===== config.mk =====
export PLATFORM = sky130hd
export DESIGN_NAME = fft8_seq
export DESIGN_NICKNAME = d
export VERILOG_FILES = /design/src/rtl/fft8_pkg.sv /design/src/rtl/fft8_settle_timer.sv /design/src/rtl/fft8_seq.sv
export SDC_FILE = /design/constraint.sdc
export NUM_CORES = 2
export LEC_CHECK = 0
export CAP_MARGIN = 20
export CORE_AREA = 2 2 591 593
export DETAILED_ROUTE_END_ITERATION = 7
export DIE_AREA = 0 0 593 595
export GPL_TIMING_DRIVEN = 1
export PLACE_DENSITY = 0.31
export SLEW_MARGIN = 20
export SYNTH_ARGS = -nofsm -noshare
export SYNTH_HDL_FRONTEND = slang
export SYNTH_SLANG_ARGS = --single-unit

===== constraint.sdc =====
create_clock -name clk -period 7.4 [get_ports clk]
set_clock_uncertainty 0.05 [all_clocks]
set_input_delay 1.48 -clock clk [delete_from_list [all_inputs] [get_ports clk]]
set_output_delay 1.48 -clock clk [all_outputs]
set_load 0.03 [all_outputs]

===== src/rtl/fft8_pkg.sv =====
// Shared types and constants for the 8-point FFT frame sequencer.
// Word widths, state encoding and word indices into the stage-1/stage-2 result buses.
// Every word is one IEEE-754 single carried bit-exact; nothing here does arithmetic.
package fft8_pkg;

  localparam int WORD     = 32;
  localparam int NPTS     = 8;
  localparam int S1_WORDS = 10;
  localparam int S2_WORDS = 16;

  typedef enum logic [2:0] {
    IDLE = 3'd0,
    LOAD = 3'd1,
    S1   = 3'd2,
    S2   = 3'd3,
    OUT  = 3'd4
  } state_e;

  // Stage-1 result words (also the stage-2 operand order)
  localparam int W_P    = 0;
  localparam int W_B    = 1;
  localparam int W_DBAR = 2;
  localparam int W_R    = 3;
  localparam int W_D    = 4;
  localparam int W_T    = 5;
  localparam int W_F    = 6;
  localparam int W_HBAR = 7;
  localparam int W_V    = 8;
  localparam int W_H    = 9;

  // Stage-2 result words: bin k real part at 2k, imaginary part at 2k+1
  localparam int X0R = 0;
  localparam int X0I = 1;
  localparam int X1R = 2;
  localparam int X1I = 3;
  localparam int X2R = 4;
  localparam int X2I = 5;
  localparam int X3R = 6;
  localparam int X3I = 7;
  localparam int X4R = 8;
  localparam int X4I = 9;
  localparam int X5R = 10;
  localparam int X5I = 11;
  localparam int X6R = 12;
  localparam int X6I = 13;
  localparam int X7R = 14;
  localparam int X7I = 15;

  // Pick one 32-bit word out of a stage-2 sized bus
  function automatic logic [WORD-1:0] s2_word(input logic [S2_WORDS*WORD-1:0] v,
                                              input int idx);
    return v[WORD*idx +: WORD];
  endfunction

endpackage


===== src/rtl/fft8_settle_timer.sv =====
// Settle window timer: loadable down-counter with a one-cycle done pulse.
// Latency: done is high in the cycle the count reaches 0, i.e. load_val+1 cycles after load.
// Backpressure: none; clr and load take effect on the next edge, clr has priority.
module fft8_settle_timer (
  input  logic       clk,
  input  logic       rst_n,
  input  logic       clr,
  input  logic       load,
  input  logic [3:0] load_val,
  output logic       done
);

  logic [3:0] cnt_q, cnt_d;
  logic       run_q, run_d;

  // Next count: clear beats load, load beats counting; stop after reaching zero
  always_comb begin
    cnt_d = cnt_q;
    run_d = run_q;
    if (clr) begin
      cnt_d = 4'd0;
      run_d = 1'b0;
    end else if (load) begin
      cnt_d = load_val;
      run_d = 1'b1;
    end else if (run_q) begin
      if (cnt_q == 4'd0) begin
        run_d = 1'b0;
      end else begin
        cnt_d = cnt_q - 4'd1;
      end
    end
  end

  // Counter state registers
  always_ff @(posedge clk or negedge rst_n) begin
    if (!rst_n) begin
      cnt_q <= 4'd0;
      run_q <= 1'b0;
    end else begin
      cnt_q <= cnt_d;
      run_q <= run_d;
    end
  end

  assign done = run_q && (cnt_q == 4'd0);

endmodule


===== src/rtl/fft8_seq.sv =====
// Frame sequencer for the 8-point FP FFT: buffer samples, settle stage 1 then stage 2, stream bins.
// Latency: first bin valid 2*SETTLE edges after the last sample handshake.
// Backpressure: in_ready low from S1 until the last bin leaves; out_* hold while out_ready is low.
module fft8_seq
  import fft8_pkg::*;
#(
  // Stage settle window in cycles, 1..15; must match the multicycle constraint on the stage paths
  parameter int unsigned SETTLE = 4
) (
  input  logic                      clk,
  input  logic                      rst_n,
  input  logic                      flush,
  input  logic                      in_valid,
  input  logic [WORD-1:0]           in_data,
  output logic                      in_ready,
  output logic [NPTS*WORD-1:0]      s1_x,
  input  logic [S1_WORDS*WORD-1:0]  s1_y,
  output logic [S1_WORDS*WORD-1:0]  s2_in,
  input  logic [S2_WORDS*WORD-1:0]  s2_out,
  output logic                      out_valid,
  output logic [WORD-1:0]           out_re,
  output logic [WORD-1:0]           out_im,
  output logic [2:0]                out_idx,
  input  logic                      out_ready,
  output logic                      busy
);

  localparam logic [3:0] SETTLE_M1 = 4'(SETTLE - 1);

  state_e                     state_q, state_d;
  logic [2:0]                 wptr_q, wptr_d;
  logic [2:0]                 bin_q, bin_d;
  logic [NPTS*WORD-1:0]       samp_q, samp_d;
  logic [S1_WORDS*WORD-1:0]   mid_q, mid_d;
  logic [S2_WORDS*WORD-1:0]   res_q, res_d;
  logic                       in_ready_q, in_ready_d;
  logic                       out_valid_q, out_valid_d;
  logic                       busy_q, busy_d;
  logic [WORD-1:0]            out_re_q, out_re_d;
  logic [WORD-1:0]            out_im_q, out_im_d;

  logic                       in_hs;
  logic                       out_hs;
  logic                       tmr_load;
  logic                       tmr_done;
  logic [2:0]                 nb;

  assign in_hs  = in_valid && in_ready_q;
  assign out_hs = out_valid_q && out_ready;
  assign nb     = bin_q + 3'd1;

  // One timer serves both stages: reloaded on entry to S1 and again on entry to S2
  fft8_settle_timer u_timer (
    .clk      (clk),
    .rst_n    (rst_n),
    .clr      (flush),
    .load     (tmr_load),
    .load_val (SETTLE_M1),
    .done     (tmr_done)
  );

  // Next-state and datapath capture; flush overrides everything and drops any handshake
  always_comb begin
    state_d     = state_q;
    wptr_d      = wptr_q;
    bin_d       = bin_q;
    samp_d      = samp_q;
    mid_d       = mid_q;
    res_d       = res_q;
    out_valid_d = out_valid_q;
    out_re_d    = out_re_q;
    out_im_d    = out_im_q;
    tmr_load    = 1'b0;

    if (flush) begin
      state_d     = IDLE;
      wptr_d      = 3'd0;
      bin_d       = 3'd0;
      out_valid_d = 1'b0;
    end else begin
      case (state_q)
        IDLE, LOAD: begin
          if (in_hs) begin
            samp_d[WORD*int'(wptr_q) +: WORD] = in_data;
            wptr_d = wptr_q + 3'd1;
            if (state_q == IDLE) begin
              state_d = LOAD;
            end else if (wptr_q == 3'd7) begin
              state_d  = S1;
              tmr_load = 1'b1;
            end
          end
        end
        S1: begin
          if (tmr_done) begin
            mid_d    = s1_y;
            state_d  = S2;
            tmr_load = 1'b1;
          end
        end
        S2: begin
          if (tmr_done) begin
            res_d       = s2_out;
            state_d     = OUT;
            bin_d       = 3'd0;
            out_valid_d = 1'b1;
            out_re_d    = s2_word(s2_out, X0R);
            out_im_d    = s2_word(s2_out, X0I);
          end
        end
        OUT: begin
          if (out_hs) begin
            if (bin_q == 3'd7) begin
              state_d     = IDLE;
              bin_d       = 3'd0;
              out_valid_d = 1'b0;
            end else begin
              bin_d    = nb;
              out_re_d = s2_word(res_q, 2 * int'(nb));
              out_im_d = s2_word(res_q, 2 * int'(nb) + 1);
            end
          end
        end
        default: begin
          state_d = IDLE;
        end
      endcase
    end

    in_ready_d = (state_d == IDLE) || (state_d == LOAD);
    busy_d     = (state_d != IDLE);
  end

  // All sequencer state and registered outputs
  always_ff @(posedge clk or negedge rst_n) begin
    if (!rst_n) begin
      state_q     <= IDLE;
      wptr_q      <= 3'd0;
      bin_q       <= 3'd0;
      samp_q      <= '0;
      mid_q       <= '0;
      res_q       <= '0;
      in_ready_q  <= 1'b1;
      out_valid_q <= 1'b0;
      busy_q      <= 1'b0;
      out_re_q    <= '0;
      out_im_q    <= '0;
    end else begin
      state_q     <= state_d;
      wptr_q      <= wptr_d;
      bin_q       <= bin_d;
      samp_q      <= samp_d;
      mid_q       <= mid_d;
      res_q       <= res_d;
      in_ready_q  <= in_ready_d;
      out_valid_q <= out_valid_d;
      busy_q      <= busy_d;
      out_re_q    <= out_re_d;
      out_im_q    <= out_im_d;
    end
  end

  // Stage inputs come straight from registers so they stay still for the whole window
  assign s1_x      = samp_q;
  assign s2_in     = mid_q;
  assign in_ready  = in_ready_q;
  assign out_valid = out_valid_q;
  assign out_re    = out_re_q;
  assign out_im    = out_im_q;
  assign out_idx   = bin_q;
  assign busy      = busy_q;

endmodule


==> results.sh <==
export IMPL_slew_headroom_pct=28.77
export IMPL_gp_congestion=0.7900
export IMPL_vdd_drop_max_mv=0.1598
export IMPL_insertion_delay_ps=830
export IMPL_post_cts_buffers=0
export IMPL_seqCellArea_mm2=0.02926
export IMPL_dr_total_vias=34929
export IMPL_ys_async_sr_fraction_pct=100.0
export IMPL_synth_edf_count=0
export IMPL_r2r_end="s1_x[71]$_DFFE_PN0P_"
export IMPL_synth_simple_gate_area_share_pct=2.851
export IMPL_post_route_min_period_ps=4025
export IMPL_cp_max_fo=50
export IMPL_wire_per_inst_um=28.66
export IMPL_overflow=0
export IMPL_syn_nets=4212
export IMPL_seq_area_frac_synth_pct=56.34
export IMPL_rsz0062_at_grt="no"
export IMPL_pre_cts_ws_ps=2474
export IMPL_ctsHtreeMaxLevel=4
export IMPL_whs_ps=421.7
export IMPL_slew_viol_final=0
export IMPL_rows=217
export IMPL_finalSetupViolations=0
export IMPL_antenna_left=0
export IMPL_p_leak_nw=34.30
export IMPL_grt_pass1_wl_mm=365.6
export IMPL_cts_tree="built"
export IMPL_critPathLaunchType="flop"
export IMPL_cap_violations=0
export IMPL_drc=0
export IMPL_synth_adder_area_share_pct=0.1687
export IMPL_yosysMostFrequentCell="dfrtp_1"
export IMPL_dieWidth_um=593
export IMPL_fin_ws_ps=3375
export IMPL_cts_resized=0
export IMPL_r2r_cells=10
export IMPL_synth_top_family_by_area="multiplexers"
export IMPL_synth_common_cells="dfrtp_1, mux2_4, mux2_2"
export IMPL_grt_pass1_vias=37637
export IMPL_critPathCapture="s1_x[71]$_DFFE_PN0P_"
export IMPL_synthesis_instances=3336
export IMPL_ctsRootBufferMaster="clkbuf_16"
export IMPL_run_status="finished, final reports clean"
export IMPL_fin_crit_sh_pct=54.39
export IMPL_required_ps=8090
export IMPL_grtUsageTotal_pct=15.16
export IMPL_reg2reg_slack_ps=3370
export IMPL_synth_mux_area_share_pct=32.16
export IMPL_worstSetupEndpointType="flop"
export IMPL_clkSlewWorstSetupHoldPaths_ps=60
export IMPL_clock_sinks=1169
export IMPL_synth_warnings=0
export IMPL_numCtsBuffers=167
export IMPL_path_class="reg2reg"
export IMPL_coreArea_mm2=0.3473
export IMPL_synth_seq_cells=1169
export IMPL_synth_area_leader_cell="dfrtp_1"
export IMPL_final_core_util_pct=22.32
export IMPL_drive_above_1_share_pct=27.35
export IMPL_timing_fmax_mhz=248.4
export IMPL_yosysUniqueCellTypes=53
export IMPL_power_density_mw_per_mm2=242.7
export IMPL_fin_tns_setup_ps=0
export IMPL_cts_buffer_depth=4
export IMPL_yosys_most_used_dff="dfrtp_1"
export IMPL_yosys_area_share_xor_xnor_pct=0.06747
export IMPL_start_util_pct=14.95
export IMPL_grt_max_degree=132
export IMPL_io_pin_count=1515
export IMPL_fp_dieH_um=595
export IMPL_r2r_start="wptr_q[0]$_DFFE_PN0P_"
export IMPL_hold_violations=0
export IMPL_portBuffers=1514
export IMPL_drt_first_pass_iters=5
export IMPL_layout_nets=5726
export IMPL_place_hpwl_mm=208.0
export IMPL_antenna_found_initial=204
export IMPL_synthTopCellsByArea="dfrtp_1, mux2_4, mux4_2"
export IMPL_yosysTopAreaCellShare_pct=56.29
export IMPL_worst_pin_slew_ps=1068
export IMPL_syn_area_mm2=0.05192
export IMPL_area_growth_pct=49.30
export IMPL_first_iter_violations=1710
export IMPL_syn_area_per_cell_um2=15.56
export IMPL_critPathLaunch="wptr_q[0]$_DFFE_PN0P_"
export IMPL_cts_hold_buf=0
export IMPL_arrival_ps=4720
export IMPL_synth_compound_area_share_pct=4.588
export IMPL_die_area_mm2=0.3528
export IMPL_multiInputGateArea_mm2=0.02083
export IMPL_fillers=36840
export IMPL_viasPerCell=3.629
export IMPL_hp_class="reg2reg"
export IMPL_drt_total_wl_mm=275.8
[sequential cells by signal, summed over array words and instances, names as in the netlist]
signal         cells
out_idx            3
out_re            32
u_timer.cnt_q      4
out_valid          1
state_q            3
res_q            512
wptr_q             3
in_ready           1
busy               1
u_timer.run_q      1
s2_in            320
s1_x             256
out_im            32
[final cells by class]
class                           instances  share of cell area [%]
Antenna cell                           54                  0.1743
Multi-Input combinational cell       1850                   26.88
Clock inverter                         25                  0.4180
Sequential cell                      1169                   37.75
Inverter                               77                  0.3729
Clock buffer                          266                   6.469
Tap cell                             4599                   7.423
Timing Repair Buffer                 1585                   20.52
[metrics by stage]
step	std cells	power (mW)	instance area, um2
final	9625	18.81	77520
after global routing	9577	19.66	77400
after CTS	9571	19.28	77380
after detailed placement	9280	10.94	72040
after global placement	9280	10.94	72040
after floorplan	3336	8.803	51920
[how the worst min path moves through the flow]
stage | end | cells after the start | from
2_1_floorplan | res_q[0]$_DFFE_PN0P_ | 1 | res_q[0]$_DFFE_PN0P_
3_3_place_gp | s1_x[34]$_DFFE_PN0P_ | 2 | s1_x[34]$_DFFE_PN0P_
3_5_place_dp | s1_x[112]$_DFFE_PN0P_ | 2 | s1_x[112]$_DFFE_PN0P_
4_1_cts | s1_x[112]$_DFFE_PN0P_ | 2 | s1_x[112]$_DFFE_PN0P_
5_1_grt | s1_x[112]$_DFFE_PN0P_ | 2 | s1_x[112]$_DFFE_PN0P_
6_report | s1_x[112]$_DFFE_PN0P_ | 2 | s1_x[112]$_DFFE_PN0P_
[logic make-up after synthesis]
| logic type | Yosys count |
|---|---|
| and+or+nand+nor | 326 |
| muxes | 1151 |
| AOI/OAI and AO/OA | 362 |
| DFF | 1169 |
| xor gates and xnor gates | 4 |
| adders and majority gates | 7 |
| buffers and inverters | 317 |
[critical path, stage by stage, from the launching register on]
cell,delay [ps]
dfrtp_4,680
inv_1,180
ha_1,240
ha_1,420
nor4bb_4,320
buf_4,560
nor4bb_4,320
buf_4,250
buf_4,540
nand3_1,140
o21ai_0,110
[placed cells by master (no fill, tap or decap), drive strengths merged, types with 72 or more instances in the layout]
cell type	synthesis	routed
clkdlybuf4s50	0	1513
dfrtp	1168	1168
mux2	959	959
clkbuf	91	266
nand2	155	155
o21ai	144	144
mux2i	105	105
mux4	87	87
inv	77	83
buf	149	72
[power by group]
| group | internal (mW) | leakage, nW | switching (mW) |
|---|---|---|---|
| clock | 4.77 | 2.61 | 3.28 |
| combinational | 1.60 | 16.8 | 1.89 |
| sequential | 6.94 | 14.9 | 0.332 |
[routing by layer]
metal	part of all wire (%)	global-route usage [%]
met5	0.48	0
met4	2.5	3.508
met3	10	6.959
met2	48	25.65
met1	39	17.24
(Power assumes the default switching activity.)
